<file path="config.mk">
export PLATFORM = sky130hd
export DESIGN_NAME = legv8_mc_ctrl_flat
export DESIGN_NICKNAME = d
export VERILOG_FILES = /design/src/rtl/legv8_pkg.sv /design/src/rtl/legv8_mc_ctrl_if.sv /design/src/rtl/legv8_opclass.sv /design/src/rtl/legv8_mc_ctrl.sv /design/src/flat_wrapper.sv
export SDC_FILE = /design/constraint.sdc
export NUM_CORES = 1
export LEC_CHECK = 0
export ABC_CLOCK_PERIOD_IN_PS = 2100
export BUFFER_PORTS_ARGS = -buffer_cell sky130_fd_sc_hd__buf_4
export CAP_MARGIN = 20
export CELL_PAD_IN_SITES_DETAIL_PLACEMENT = 0
export CELL_PAD_IN_SITES_GLOBAL_PLACEMENT = 2
export CORE_MARGIN = 5
export CORE_UTILIZATION = 34
export DETAILED_ROUTE_END_ITERATION = 8
export PLACE_DENSITY_LB_ADDON = 0.1
export SYNTH_ARGS = -nofsm -noshare
export SYNTH_HDL_FRONTEND = slang
export SYNTH_SLANG_ARGS = --single-unit
</file>
<file path="constraint.sdc">
create_clock -name clk -period 2.1 [get_ports clk]
set_input_delay 0.21 -clock clk [delete_from_list [all_inputs] [get_ports clk]]
set_output_delay 0.21 -clock clk [all_outputs]
set_load 0.01 [all_outputs]
</file>
<file path="src/rtl/legv8_pkg.sv">
// rtl/legv8_pkg.sv - shared types and constants for the LEGv8 multicycle control unit
package legv8_pkg;

    typedef enum logic [2:0] {
        FETCH,
        DECODE,
        EXEC,
        MEM,
        WB,
        FAULT
    } state_t;

    typedef enum logic [3:0] {
        CLS_NOP,
        CLS_R,
        CLS_ADDI,
        CLS_SUBI,
        CLS_LDUR,
        CLS_STUR,
        CLS_CBZ,
        CLS_CBNZ,
        CLS_B,
        CLS_ILLEGAL
    } opclass_t;

    localparam logic [10:0] OP_ADD  = 11'b100_0101_1000;
    localparam logic [10:0] OP_SUB  = 11'b110_0101_1000;
    localparam logic [10:0] OP_AND  = 11'b100_0101_0000;
    localparam logic [10:0] OP_ORR  = 11'b101_0101_0000;
    localparam logic [10:0] OP_ADDI = 11'b100_1000_100?;
    localparam logic [10:0] OP_SUBI = 11'b110_1000_100?;
    localparam logic [10:0] OP_LDUR = 11'b111_1100_0010;
    localparam logic [10:0] OP_STUR = 11'b111_1100_0000;
    localparam logic [10:0] OP_CBZ  = 11'b101_1010_0???;
    localparam logic [10:0] OP_CBNZ = 11'b101_1010_1???;
    localparam logic [10:0] OP_B    = 11'b000_101?_????;

    localparam logic [1:0] ALUOP_ADD   = 2'b00;
    localparam logic [1:0] ALUOP_PASSB = 2'b01;
    localparam logic [1:0] ALUOP_RTYPE = 2'b10;
    localparam logic [1:0] ALUOP_IMM   = 2'b11;

    localparam logic [1:0] FC_NONE     = 2'b00;
    localparam logic [1:0] FC_ILLEGAL  = 2'b01;
    localparam logic [1:0] FC_IMEM_TMO = 2'b10;
    localparam logic [1:0] FC_DMEM_TMO = 2'b11;

    // Classes whose second read register comes from Rt rather than Rm.
    function automatic logic uses_reg2loc(input opclass_t c);
        return (c == CLS_STUR) || (c == CLS_CBZ) || (c == CLS_CBNZ);
    endfunction

endpackage

</file>
<file path="src/rtl/legv8_mc_ctrl_if.sv">
// rtl/legv8_mc_ctrl_if.sv - instruction/data memory request/ready handshake
interface legv8_mc_ctrl_if;
    logic imem_req;
    logic imem_ready;
    logic dmem_req;
    logic dmem_ready;

    modport master (
        output imem_req,
        output dmem_req,
        input  imem_ready,
        input  dmem_ready
    );

    modport slave (
        input  imem_req,
        input  dmem_req,
        output imem_ready,
        output dmem_ready
    );
endinterface

</file>
<file path="src/rtl/legv8_opclass.sv">
// rtl/legv8_opclass.sv - combinational Op[10:0] to instruction class decode
module legv8_opclass
    import legv8_pkg::*;
(
    input  logic [10:0] op,
    output opclass_t    cls
);

    always_comb begin
        cls = CLS_ILLEGAL;
        casez (op)
            OP_ADD, OP_SUB, OP_AND, OP_ORR: cls = CLS_R;
            OP_ADDI: cls = CLS_ADDI;
            OP_SUBI: cls = CLS_SUBI;
            OP_LDUR: cls = CLS_LDUR;
            OP_STUR: cls = CLS_STUR;
            OP_CBZ:  cls = CLS_CBZ;
            OP_CBNZ: cls = CLS_CBNZ;
            OP_B:    cls = CLS_B;
            default: cls = CLS_ILLEGAL;
        endcase
    end

endmodule

</file>
<file path="src/rtl/legv8_mc_ctrl.sv">
// rtl/legv8_mc_ctrl.sv - LEGv8 multicycle control FSM with memory watchdog and retire counter
module legv8_mc_ctrl
    import legv8_pkg::*;
#(
    parameter int TIMEOUT = 16,
    parameter int CNT_W   = 16
) (
    input  logic              clk,
    input  logic              reset_n,
    input  logic [10:0]       Op,
    input  logic              Zero,
    legv8_mc_ctrl_if.master   mem,
    output logic              IRWrite,
    output logic              PCInc,
    output logic              PCBranch,
    output logic              Reg2Loc,
    output logic              ALUSrc,
    output logic              MemtoReg,
    output logic              RegWrite,
    output logic              MemRead,
    output logic              MemWrite,
    output logic [1:0]        ALUOp,
    output logic              fault,
    output logic [1:0]        fault_code,
    output logic [CNT_W-1:0]  retired
);

    localparam logic [15:0] WD_LAST = 16'(TIMEOUT - 1);

    state_t     state;
    opclass_t   cls;
    opclass_t   op_cls;
    logic [15:0] wcnt;
    logic       wd_expire;

    legv8_opclass u_opclass (
        .op  (Op),
        .cls (op_cls)
    );

    // The count only advances on low-ready cycles, so hitting the last slot with ready still low is the timeout.
    assign wd_expire = (TIMEOUT != 0) && (wcnt == WD_LAST);

    always_ff @(posedge clk or negedge reset_n) begin
        if (!reset_n) begin
            state      <= FETCH;
            cls        <= CLS_NOP;
            wcnt       <= '0;
            retired    <= '0;
            fault      <= 1'b0;
            fault_code <= FC_NONE;
        end else begin
            case (state)
                FETCH: begin
                    if (mem.imem_ready) begin
                        state <= DECODE;
                    end else if (wd_expire) begin
                        state      <= FAULT;
                        fault      <= 1'b1;
                        fault_code <= FC_IMEM_TMO;
                    end else begin
                        wcnt <= wcnt + 16'd1;
                    end
                end
                DECODE: begin
                    cls <= op_cls;
                    if (op_cls == CLS_ILLEGAL) begin
                        state      <= FAULT;
                        fault      <= 1'b1;
                        fault_code <= FC_ILLEGAL;
                    end else begin
                        state <= EXEC;
                    end
                end
                EXEC: begin
                    case (cls)
                        CLS_R, CLS_ADDI, CLS_SUBI: state <= WB;
                        CLS_LDUR, CLS_STUR: begin
                            state <= MEM;
                            wcnt  <= '0;
                        end
                        default: begin
                            state   <= FETCH;
                            wcnt    <= '0;
                            retired <= retired + 1'b1;
                        end
                    endcase
                end
                MEM: begin
                    if (mem.dmem_ready) begin
                        if (cls == CLS_LDUR) begin
                            state <= WB;
                        end else begin
                            state   <= FETCH;
                            wcnt    <= '0;
                            retired <= retired + 1'b1;
                        end
                    end else if (wd_expire) begin
                        state      <= FAULT;
                        fault      <= 1'b1;
                        fault_code <= FC_DMEM_TMO;
                    end else begin
                        wcnt <= wcnt + 16'd1;
                    end
                end
                WB: begin
                    state   <= FETCH;
                    wcnt    <= '0;
                    retired <= retired + 1'b1;
                end
                default: state <= FAULT;
            endcase
        end
    end

    always_comb begin
        mem.imem_req = 1'b0;
        mem.dmem_req = 1'b0;
        IRWrite      = 1'b0;
        PCInc        = 1'b0;
        PCBranch     = 1'b0;
        Reg2Loc      = 1'b0;
        ALUSrc       = 1'b0;
        MemtoReg     = 1'b0;
        RegWrite     = 1'b0;
        MemRead      = 1'b0;
        MemWrite     = 1'b0;
        ALUOp        = ALUOP_ADD;
        if (reset_n) begin
            case (state)
                FETCH: begin
                    mem.imem_req = 1'b1;
                    IRWrite      = mem.imem_ready;
                    PCInc        = mem.imem_ready;
                end
                // Register operands are read while decoding, before the class register is loaded.
                DECODE: Reg2Loc = uses_reg2loc(op_cls);
                EXEC: begin
                    case (cls)
                        CLS_R: ALUOp = ALUOP_RTYPE;
                        CLS_ADDI, CLS_SUBI: begin
                            ALUSrc = 1'b1;
                            ALUOp  = ALUOP_IMM;
                        end
                        CLS_LDUR: ALUSrc = 1'b1;
                        CLS_STUR: begin
                            ALUSrc  = 1'b1;
                            Reg2Loc = 1'b1;
                        end
                        CLS_CBZ: begin
                            Reg2Loc  = 1'b1;
                            ALUOp    = ALUOP_PASSB;
                            PCBranch = Zero;
                        end
                        CLS_CBNZ: begin
                            Reg2Loc  = 1'b1;
                            ALUOp    = ALUOP_PASSB;
                            PCBranch = ~Zero;
                        end
                        CLS_B:   PCBranch = 1'b1;
                        default: ALUOp = ALUOP_ADD;
                    endcase
                end
                MEM: begin
                    mem.dmem_req = 1'b1;
                    MemRead      = (cls == CLS_LDUR);
                    MemWrite     = (cls == CLS_STUR);
                end
                WB: begin
                    RegWrite = 1'b1;
                    MemtoReg = (cls == CLS_LDUR);
                end
                default: ALUOp = ALUOP_ADD;
            endcase
        end
    end

endmodule

</file>
<file path="src/flat_wrapper.sv">
// flat-port wrapper written by rule: the top's interface ports become plain ports
module legv8_mc_ctrl_flat import legv8_pkg::*;
#(
    parameter int TIMEOUT = 16,
    parameter int CNT_W   = 16
)
  (clk, reset_n, Op, Zero, IRWrite, PCInc, PCBranch, Reg2Loc, ALUSrc, MemtoReg, RegWrite, MemRead, MemWrite, ALUOp, fault, fault_code, retired, mem_imem_req, mem_dmem_req, mem_imem_ready, mem_dmem_ready);
  legv8_mc_ctrl_if mem_i ();
  input  logic clk;
  input  logic reset_n;
  input  logic [10:0] Op;
  input  logic Zero;
  output logic IRWrite;
  output logic PCInc;
  output logic PCBranch;
  output logic Reg2Loc;
  output logic ALUSrc;
  output logic MemtoReg;
  output logic RegWrite;
  output logic MemRead;
  output logic MemWrite;
  output logic [1:0] ALUOp;
  output logic fault;
  output logic [1:0] fault_code;
  output logic [CNT_W-1:0] retired;
  output wire logic [$bits(mem_i.imem_req)-1:0] mem_imem_req;
  output wire logic [$bits(mem_i.dmem_req)-1:0] mem_dmem_req;
  input wire logic [$bits(mem_i.imem_ready)-1:0] mem_imem_ready;
  input wire logic [$bits(mem_i.dmem_ready)-1:0] mem_dmem_ready;
  assign mem_imem_req = mem_i.imem_req;
  assign mem_dmem_req = mem_i.dmem_req;
  assign mem_i.imem_ready = mem_imem_ready;
  assign mem_i.dmem_ready = mem_dmem_ready;
  legv8_mc_ctrl #(.TIMEOUT(TIMEOUT), .CNT_W(CNT_W)) u_core (.clk(clk), .reset_n(reset_n), .Op(Op), .Zero(Zero), .mem(mem_i), .IRWrite(IRWrite), .PCInc(PCInc), .PCBranch(PCBranch), .Reg2Loc(Reg2Loc), .ALUSrc(ALUSrc), .MemtoReg(MemtoReg), .RegWrite(RegWrite), .MemRead(MemRead), .MemWrite(MemWrite), .ALUOp(ALUOp), .fault(fault), .fault_code(fault_code), .retired(retired));
endmodule
</file>
### Word-level counts from Yosys, hierarchy flattened

Index checks and enable logic that the tools add are counted.

| word-level totals | value |
|---|---|
| register bits after elaboration | 42 |
| bits in latches | 0 |
| bits in writable memories | 0 |
| bits in read-only memories | 0 |
| input bits | 16 |
| output and inout bits | 32 |
| logic and storage cells | 120 |
| memories kept | 0 |

| cells by class | value |
|---|---|
| $add $sub $neg | 2 |
| multipliers | 0 |
| divide/modulo/power cells | 0 |
| magnitude comparators | 0 |
| equal/unequal tests | 38 |
| shift-type cells | 0 |
| mux-type cells | 55 |
| bitwise gates (word level) | 1 |
| reductions and logical operators | 18 |

Operator list:

| kind | number |
|---|---|
| 16-bit 2-to-1 mux | 8 |
| 11-bit == test (second input constant) | 6 |
| 16-bit case mux with 4 select lines | 1 |
| 16-bit case mux with 3 select lines | 1 |
| 16-bit by 1-bit adder with 16-bit output (second input constant) | 2 |
| 4-bit case mux with 8 select lines | 1 |
| 4-bit by 3-bit == test with 1-bit output (second input constant) | 7 |
| 1-bit 2-to-1 mux | 25 |
| 10-bit == test (second input constant) | 2 |
| 16-bit by 4-bit == test with 1-bit output (second input constant) | 1 |
| 8-bit == test (second input constant) | 2 |
| 3-bit 2-to-1 mux | 5 |
| 3-bit case mux with 5 select lines | 1 |
| 2-bit 2-to-1 mux | 7 |
| 2-bit inequality test (second input constant) | 6 |
| 2-bit case mux with 3 select lines | 2 |
| 4-bit AND reduction | 3 |
| 4-bit by 2-bit == test with 1-bit output (second input constant) | 2 |
| 4-bit == test (second input constant) | 2 |
| 4-bit OR reduction | 2 |
| 3-bit by 2-bit == test with 1-bit output (second input constant) | 2 |
| 6-bit by 3-bit == test with 1-bit output (second input constant) | 1 |
| 2-bit by 1-bit inequality test with 1-bit output (second input constant) | 3 |
| 1-bit case mux with 3 select lines | 2 |
| other kinds (15) | 20 |

### Logic depth before layout (Yosys ltp)

Gate-level depths: netlist (run 1).

| depth | value |
|---|---|
| word-level depth | 8 |
| depth in mapped cells | 8 |
| depth with buffers taken out | 6 |

### Modules after synthesis

From an unflattened synthesis (run 1), not the netlist that was laid out.

| unflattened totals | value |
|---|---|
| cell total of the unflattened synthesis | 283 |
| area, all modules | 2586.2 um^2 |

Modules (own cells, without submodules):

| module | instances | cells each | area an instance (um^2) |
|---|---|---|---|
| legv8_mc_ctrl | 1 | 260 | 2417.3 |
| legv8_opclass | 1 | 23 | 168.9 |

### Least setup slack after synthesis (run 1)

No wires, ideal clock.

| timing path | value |
|---|---|
| kind | register to register |
| start | register u_core.cls[3] |
| end | register u_core.retired[1] |
| library setup time | 0.125 ns |
| arrival time | 1.708 ns |
| slack | 0.267 ns |
| stages on the path, launching flop included | 6 |
| cells stage by stage | dfrtp_1 buf_2 or4b_4 o22a_1 nand3_1 mux2_2 |

| between the ends | value |
|---|---|
| cells in the longest elaborated chain, start to end | 4 |
| elaborated cells between the ends (all ways) | 9 |

RTL lines:

| what | RTL line | source |
|---|---|---|
| start: declaration | legv8_mc_ctrl.sv:31 | `opclass_t cls;` |
| start signal: assignment | legv8_mc_ctrl.sv:66 | `cls <= op_cls;` |
| 4-bit by 1-bit == test with 1-bit output, or another cell as far along | legv8_mc_ctrl.sv:76 | `case (cls)` |
| 5-bit OR reduction (no source line) | - |  |
| 2-bit inequality test (no source line) | - |  |
| 4-bit AND reduction (no source line) (*) | - |  |
| end signal: assignment | legv8_mc_ctrl.sv:85 | `retired <= retired + 1'b1;` |
| end signal: assignment | legv8_mc_ctrl.sv:96 | `retired <= retired + 1'b1;` |
| end signal: assignment | legv8_mc_ctrl.sv:109 | `retired <= retired + 1'b1;` |
| end: declaration | legv8_mc_ctrl.sv:25 | `output logic [CNT_W-1:0] retired` |

Mark *: on every way between the ends. The rest lies on a longest branch, timed or not.
A chain may end at the register's enable or synchronous reset.

### Worst setup path in the final report (run 1)

| timing path | value |
|---|---|
| start | register u_core.state[2] |
| end | output Reg2Loc |

| between the ends | value |
|---|---|
| cells in the longest elaborated chain, start to end | 3 |
| elaborated cells between the ends (all ways) | 4 |

RTL lines:

| what | RTL line | source |
|---|---|---|
| start: declaration | legv8_mc_ctrl.sv:30 | `state_t state;` |
| start signal: assignment | legv8_mc_ctrl.sv:46 | `state <= FETCH;` |
| start signal: assignment | legv8_mc_ctrl.sv:56 | `state <= DECODE;` |
| start signal: assignment | legv8_mc_ctrl.sv:58 | `state <= FAULT;` |
| 3-bit by 2-bit == test with 1-bit output or 3-bit by 1-bit == test with 1-bit output (tied branches) | legv8_mc_ctrl.sv:130 | `case (state)` |
| 1-bit case mux with 2 select lines (*) | legv8_mc_ctrl.sv:130 |  |
| 1-bit 2-to-1 mux (*) | legv8_mc_ctrl.sv:129 | `if (reset_n) begin` |
| end: declaration | flat_wrapper.sv:16 | `output logic Reg2Loc;` |

Marked as above.

==> results of run 1 <==
[sequential cells by signal, indices dropped and copies added (netlist names)]
signal / count
u_core.wcnt: 16
u_core.fault_code: 2
u_core.cls: 4
u_core.retired: 16
u_core.fault: 1
u_core.state: 3
[logic make-up (layout without fill, tap and decap cells)]
family                     Yosys count  count (layout)
adders and majority gates            2               2
xor gates and xnor gates            16              16
muxes                                2               2
and+or+nand+nor                    124             124
DFF                                 42              42
buffers and inverters               21              83
AOI/OAI and AO/OA                   83              83
[power groups by stage]
stage	logic (W)	registers, W	clock network (W)
2_1_floorplan	0.000752	0.00110	0
3_3_place_gp	0.00124	0.00108	0
4_1_cts	0.00124	0.00107	0.000677
5_1_grt	0.00136	0.00111	0.000702
3_5_place_dp	0.00123	0.00109	0
6_report	0.00123	0.00108	0.000655
[how the worst max path moves through the flow]
stage	from	to	slack (ns)	cells after the start
2_1_floorplan	u_core.cls[3]	u_core.retired[1]	0.27	5
3_3_place_gp	Op[6]	Reg2Loc	0.25	7
3_5_place_dp	u_core.cls[2]	u_core.retired[1]	0.20	4
4_1_cts	u_core.state[0]	Reg2Loc	0.11	6
5_1_grt	u_core.cls[3]	MemtoReg	0.01	5
6_report	u_core.state[2]	Reg2Loc	0.15	7
[worst max-delay path: cells and delay by family (launching register included)]
family	cells	cell delay, ns
buffers and inverters	2	0.33
AO/OA/AOI/OAI	1	0.11
flip-flops	1	0.38
AND/OR/NAND/NOR	4	0.61
[metal layers]
metal  part of all wire  vias to the layer above  wire length [µm]
met2               0.47                       39              3230
met5                  0                        -                 0
met4              0.011                        0                78
met1               0.48                     1203              3330
met3              0.034                        8               231
li1                   -                     1212                 -
[layout make-up]
| class | instances | area share |
|---|---|---|
| repair buffers | 68 | 0.160 |
| well taps | 99 | 0.0376 |
| clock buffers | 6 | 0.0221 |
| flip-flops and latches | 42 | 0.320 |
| clock inverters | 2 | 0.0114 |
| inverters | 7 | 0.00798 |
| multi-input cells | 227 | 0.441 |
[per-stage QoR]
step	util	setup WS, ns	hold WS [ns]	total power (W)	instance area (µm²)
3_5_place_dp	0.432	0.200	0.0550	0.00232	3160
3_3_place_gp	0.432	0.251	0.0551	0.00233	3160
6_report	0.449	0.153	0.233	0.00296	3290
2_1_floorplan	-	0.267	-0.0856	0.00185	2600
4_1_cts	0.448	0.107	0.245	0.00299	3280
5_1_grt	0.449	0.0104	0.257	0.00317	3290
[synthesized netlist by cell type (all sizes together), types with 3 or more instances]
cell and instances:
o41ai 4, nand4 12, a31oi 10, a21o 5
nand2b 5, nor2b 5, xor2 7, and3 5
o31ai 3, inv 7, xnor2 9, nand3 18
dfrtp 42, nor2 22, nor4b 3, a41oi 3
clkbuf 4, o21ai 31, and4 3, nor4bb 3
nor4 3, o22ai 3, nor3b 4, a21oi 14
buf 10, nor3 11, nand2 21
[repair_timing]
item,4_1_cts,5_1_grt
buffers inserted,0,0
resized for setup,0,2
hold buffers,1,0
hold endpoints to repair,12,0
setup endpoints to repair,0,1
==> impl_results.md, run 1 <==
- Run status: finished, final reports clean
- Post-layout nets: 369
- Worst ir drop on vdd: 0.381 mV
- Cells after synthesis: 290
- Share of final-layout standard cells stronger than drive strength 1: 0.256
- Antenna diodes: 0
- Worst hold-check path type: in -> reg
- Area of the placeable core: 7330 µm²
- First-pass iteration count of the detailed router: 4
- Portion of netlist area occupied by mux cells: 0.00818
- Type of the setup path with the least slack: reg -> out
- Int Pwr: 0.00183 W
- Number of standard cells in the final layout excluding fillers: 451
- Setup repair after global routing missed its margin: false
- Complex-gate fraction of the synthesized area: 0.209
- Number of DRC markers after the initial detailed-route iteration: 72
- Count of port buffers added during placement: 47
- Slowest stage cell, crit path: sky130_fd_sc_hd__dfrtp_1
- Share of the synthesized area in the top cell type: 0.404
- Leading cell types by total area after synthesis: sky130_fd_sc_hd__dfrtp_1, sky130_fd_sc_hd__o21ai_0, sky130_fd_sc_hd__nor2_1
- Half-perimeter wire length after placement: 5.19 mm
- Synth Area per Inst: 8.96 µm²
- Yosys warnings: 0
- EDFF count, synth: 0
- Data arrival time of the worst path: 1.74 ns
- Final routed wirelength across all metal layers: 6.88 mm
- Tcrit/Tclk final: 0.927
- Maximum buffer depth of the clock tree: 2
- Worst clock skew on the final layout: 0.00887 ns
- Number of buffers created by CTS: 5
- Fin Setup TNS: 0 ns
- Most common library cell in the layout ignoring fill and taps: sky130_fd_sc_hd__buf_4
- Sequential share of the synthesized area: 0.404
- TritonCTS clock tree: built
- Most Crowded Layer GR: met2
- Slowest stage delay, CP: 0.38 ns
- Gr ovfl total: 0
- Number of cell rows: 31
- Clock Power Share: 0.221
- Post-Synth Adder-Cell Area: 0.00963
- Worst skew pair latency: 0.30 ns
- Multi-input gate area in the final layout: 1450 µm²
- Wire length of the first global-routing pass: 11.6 mm
- Area of the die: 9490 µm²
- Number of levels the H-tree was split into: 2
- Number of max-slew violations in the final report: 0
- Number of placed cells counting well taps: 442
- Final Critical Period: 1.95 ns
- Met2 layer usage reported by global route: 0.239
- Worst R2R Setup Slack: 0.18 ns
- Die Width: 97.4 µm
- Die Span Y: 97.4 µm
- Vias in the first global route: 2,378
- Clk sinks: 42
- Clock tree root driver cell: sky130_fd_sc_hd__clkbuf_8
- Synthesized-area fraction occupied by xor and xnor cells: 0.0539
- Transition time of the tightest slew-check pin: 0.642 ns
- Number of antenna violations at the first check in global routing: 0
- Max-cap check violation count: 0
- Hold Path Origin: Op[4]
- Number of register bits inferred by synthesis: 42
- Net switching share of the total power: 0.381
- Starting Density: 0.354
- Final Hold Viols: 0
- Unique masters post-synth: 55
- Remaining DRCs: 0
- Power Density: 900 nW/µm²
- Register-to-Register Path Depth: 4
- Area share of and/or/nand/nor cells after synthesis: 0.276
- Overall track demand over capacity in global routing: 0.147
- Beginning of the worst register-to-register path: u_core.cls[2]
- Maximum number of pins on one net before global-route repair: 31
- Most frequent cells in the layout: sky130_fd_sc_hd__buf_4, sky130_fd_sc_hd__dfrtp_1, sky130_fd_sc_hd__o21ai_0, sky130_fd_sc_hd__nor2_1, sky130_fd_sc_hd__nand2_1
- Filler cells: 730
- Fraction of registers with async set or reset after synthesis: 1.00
- Depth of the worst hold-timing path: 4
- Largest family of logic cells by synthesized area: simple AND/OR/NAND/NOR gates
- Crit-path cells: buf_4, nor2_1, nand2_1, nor3_1, nand2_1, o22ai_1, buf_4
- Lkg Pwr: 1.45 nW
- Reg2reg end: u_core.retired[1]
- Total area of sequential cells: 1050 µm²
- Worst slew margin: 0.572
- Worst-path fanout max: 15
- Detail-routed net length per standard cell: 15.3 µm
- I/O pin cnt: 48
- Net count of the mapped netlist: 308
- Final weighted congestion in routability-driven placement: 0.847
- Number of vias in the routed layout: 2,462
- Startpoint kind of the worst setup timing path: flop
- Count of endpoints failing setup in the final report: 0
- GR Layer Usage met1: 0.200
- Highest Clock Rate: 0.514 GHz
- Routed Antenna Nets: 0
- Sink of the worst hold path: u_core.cls[1]
- Required @ worst endpoint: 1.89 ns
- Critical Path End Type: output port
- Cell type with the largest total area after synthesis: sky130_fd_sc_hd__dfrtp_1
- Clock slew seen by the registers of the worst setup and hold paths: 0.08 ns
- Combinational power share: 0.415
- Dominant synthesized flop cell: sky130_fd_sc_hd__dfrtp_1
- Met3 routing resource usage after global routing: 0.0294
- Ratio of routed vias to standard cells: 5.46
- Layout Area Growth over Synthesis: 26.6%
- Cell area after technology mapping: 2600 µm²
- Power share of the sequential group: 0.364
- Switching pwr: 0.00113 W
Note: power is estimated with default switching activity, not from simulation.
==> inputs of run 2 (changes only) <==
ABC_AREA = 1   (was not set)
CORE_UTILIZATION = 31   (was 34)
==> run 2 against run 1 <==
The flow now finishes with violations (negative hold slack). Critical path depth shrank 1. Combinational power is 93% lower. Clock power is 2% higher. Sequential power is 25% lower. Global-route usage is 1.2 points higher. Final area up 11%. Largest power group is now sequential cells.
==> impl_results.md, run 2 <==
- Share of the synthesized area in the top cell type: 0.348 (-0.0566)
- Worst skew pair latency: 0.29 ns (about the same)
- Leading cell types by total area after synthesis: sky130_fd_sc_hd__dfrtp_1, sky130_fd_sc_hd__nand2_1, sky130_fd_sc_hd__nand3_1
- Overall track demand over capacity in global routing: 0.159 (+0.0120)
- Post-cts hold buffer count: 0 (-1)
- Cell area after technology mapping: 3020 µm² (+16%)
- Final Critical Period: 1.89 ns (-0.0600 ns)
- Layout Area Growth over Synthesis: 21.2%
- Clk sinks: 42 (unchanged)
- Worst hold-check path type: in -> async
- Detail-routed net length per standard cell: 13.4 µm (-12%)
- Slowest stage delay, CP: 0.46 ns (+0.08 ns)
- I/O pin cnt: 48 (unchanged)
- Crit-path cells: inv_2, nand2_1, nor2_2, nand3_1, nor2_1, buf_4
- Most frequent cells in the layout: sky130_fd_sc_hd__nand2_1, sky130_fd_sc_hd__inv_1, sky130_fd_sc_hd__buf_4, sky130_fd_sc_hd__nor2_1, sky130_fd_sc_hd__nand3_1
- Tcrit/Tclk final: 0.898 (-0.0286)
- Register-to-Register Path Depth: 9 (+5)
- Starting Density: 0.313 (-0.0410)
- Count of endpoints failing setup in the final report: 0 (unchanged)
- Number of antenna violations at the first check in global routing: 0 (unchanged)
- Die Span Y: 109 µm (+12%)
- Clock slew seen by the registers of the worst setup and hold paths: 0.08 ns (about the same)
- Registers with the highest flip-flop counts: u_core.retired (16), u_core.wcnt (16), u_core.cls (4)
- Max-cap check violation count: 0 (unchanged)
- Lkg Pwr: 1.93 nW (+33%)
- Area of the die: 11,800 µm² (+25%)
- Synth Area per Inst: 6.61 µm² (-26%)
- Transition time of the tightest slew-check pin: 0.571 ns (-0.0716 ns)
- Final weighted congestion in routability-driven placement: 0.802 (-5.3%)
- Crit-path leading delay family: simple AND/OR/NAND/NOR gates
- Number of cell rows: 36 (+16%)
- Worst Hold Margin: -0.0150 ns (-0.248 ns)
- Share of final-layout standard cells stronger than drive strength 1: 0.170 (-0.0861)
- Worst-path fanout max: 6 (-9)
- Worst ir drop on vdd: 0.204 mV (-46%)
- Data arrival time of the worst path: 1.68 ns (-0.06 ns)
- Yosys warnings: 0 (unchanged)
- Cell types with the highest counts after synthesis: sky130_fd_sc_hd__nand2_1, sky130_fd_sc_hd__inv_1, sky130_fd_sc_hd__nor2_1, sky130_fd_sc_hd__nand3_1, sky130_fd_sc_hd__dfrtp_1
- Most repeated cell in the gate-level netlist after synthesis: sky130_fd_sc_hd__nand2_1
- Maximum number of pins on one net before global-route repair: 43 (+39%)
- Number of levels the H-tree was split into: 2 (unchanged)
- Number of DRC markers after the initial detailed-route iteration: 127 (+76%)
- Violated checks: negative hold slack
- Final routed wirelength across all metal layers: 8.66 mm (+26%)
- First-pass iteration count of the detailed router: 4 (unchanged)
- Gr ovfl total: 0 (unchanged)
- Most common library cell in the layout ignoring fill and taps: sky130_fd_sc_hd__nand2_1
- Number of max-slew violations in the final report: 0 (unchanged)
- Fraction of registers with async set or reset after synthesis: 1.00 (unchanged)
- Post-layout nets: 531 (+44%)
- Slowest stage cell, crit path: sky130_fd_sc_hd__dfrtp_1
- Final Hold Viols: 5 (+5)
- Power Density: 426 nW/µm² (-53%)
- Post-CTS resize count: 0 (unchanged)
- Sequential share of the synthesized area: 0.348 (-0.0566)
- Routed Antenna Nets: 0 (unchanged)
- Worst slew margin: 0.620 (+0.0478)
- Number of register bits inferred by synthesis: 42 (unchanged)
- Ratio of routed vias to standard cells: 4.75 (-13%)
- Worst clock skew on the final layout: 0.0112 ns (+0.00229 ns)
- Fin Setup TNS: 0 ns (unchanged)
- Area of the placeable core: 9640 µm² (+31%)
- Remaining DRCs: 0 (unchanged)
- Critical Path End Type: output port
- Net count of the mapped netlist: 475 (+54%)
- Vias in the first global route: 3,183 (+34%)
- Number of buffers created by CTS: 5 (unchanged)
- Setup repair after global routing missed its margin: false
- Clock tree root driver cell: sky130_fd_sc_hd__clkbuf_8
- Half-perimeter wire length after placement: 6.82 mm (+32%)
- Dominant synthesized flop cell: sky130_fd_sc_hd__dfrtp_1
- Wire length of the first global-routing pass: 15.1 mm (+30%)
- Critical path depth in cells: 6 (-1)
- Startpoint kind of the worst setup timing path: flop
- Die Width: 109 µm (+12%)
- Number of vias in the routed layout: 3,070 (+25%)
- Postcts setup bufs: 0 (unchanged)
- Required @ worst endpoint: 1.89 ns (about the same)
- Reg2reg end: u_core.retired[7]
- Maximum buffer depth of the clock tree: 2 (unchanged)
- TritonCTS clock tree: built
- Highest Clock Rate: 0.530 GHz (+3.2%)
- EDFF count, synth: 0 (unchanged)
- Antenna diodes: 0 (unchanged)
- Count of port buffers added during placement: 47 (unchanged)
- Cell type with the largest total area after synthesis: sky130_fd_sc_hd__dfrtp_1
- Cells after synthesis: 457 (+58%)
- Worst R2R Setup Slack: 0.27 ns (+0.09 ns)
- Type of the setup path with the least slack: reg -> out
- Buffers and inverters on the worst path: 2 (unchanged)
- Beginning of the worst register-to-register path: u_core.state[1]
- Run status: finished, violations left
- Unique masters post-synth: 34 (-38%)
## run 2: cell count changes in the layout (fill, tap and decap cells not counted), moves of 10 or more
cell                      delta
sky130_fd_sc_hd__a31oi_1    -10
sky130_fd_sc_hd__nor2_1     +29
sky130_fd_sc_hd__a21oi_1    -11
sky130_fd_sc_hd__o21ai_0    -12
sky130_fd_sc_hd__buf_4      -11
sky130_fd_sc_hd__inv_1      +53
sky130_fd_sc_hd__nand2_1   +114
sky130_fd_sc_hd__nand3_1    +34
## run 2: kinds of logic after synthesis
logic type,synth area share
and+or+nand+nor,0.435
buffers and inverters,0.0973
DFF,0.348
AOI/OAI and AO/OA,0.0596
xor gates and xnor gates,0.0522
adders and majority gates,0.00828
## run 2: worst max-delay path by stage
stage / from / to / slack (ns)
2_1_floorplan: u_core.wcnt[0] / u_core.wcnt[14] / 0.60
3_3_place_gp: u_core.state[1] / u_core.retired[7] / 0.21
3_5_place_dp: u_core.state[1] / u_core.retired[7] / 0.25
4_1_cts: u_core.state[2] / MemRead / 0.17
5_1_grt: u_core.state[2] / MemRead / 0.03
6_report: u_core.state[2] / MemRead / 0.21
## run 2: per-stage QoR
stage / power, W / area, µm² / util / cells / setup slack (ns)
floorplan: 0.000850 / 3020 / - / 457 / 0.600
global placement: 0.000910 / 3550 / 0.368 / 639 / 0.215
detailed placement: 0.000911 / 3550 / 0.368 / 639 / 0.250
CTS: 0.00158 / 3660 / 0.380 / 646 / 0.169
global route: 0.00164 / 3660 / 0.380 / 646 / 0.0266
finish: 0.00156 / 3660 / 0.380 / 646 / 0.213
## run 2: metal layers
layer	share of wire	global-route usage	routed length [µm]
met3	0.029	0.0243	250
met1	0.46	0.205	4000
met5	0	0	0
met4	0.0088	0.0361	76
met2	0.50	0.280	4340
## run 2: worst register-to-register path, cell delays in order, from the launching register on
cell and delay (ns):
sky130_fd_sc_hd__dfrtp_1 0.46, sky130_fd_sc_hd__inv_2 0.10, sky130_fd_sc_hd__nand2_2 0.08, sky130_fd_sc_hd__inv_1 0.07, sky130_fd_sc_hd__nand2_1 0.10, sky130_fd_sc_hd__nand2_1 0.19, sky130_fd_sc_hd__nand4_4 0.21, sky130_fd_sc_hd__inv_2 0.26
sky130_fd_sc_hd__nand3_1 0.13, sky130_fd_sc_hd__xnor2_1 0.14
## run 2: cell type report
class                           count  area (µm²)
Fill cell                        1121        5980
Inverter                           65         244
Tap cell                          133         166
Clock buffer                        6        82.6
Multi-Input combinational cell    344        1680
Timing Repair Buffer               55         413
Clock inverter                      1        30.0
Sequential cell                    42        1050
## run 2: report_power, final
part	switching, W	leakage (nW)	internal [W]	total (W)
clock network	0.000288	0.0573	0.000381	0.000669
logic	0.0000534	1.42	0.0000300	0.0000834
registers	0	0.456	0.000808	0.000808
total	0.000341	1.93	0.00122	0.00156
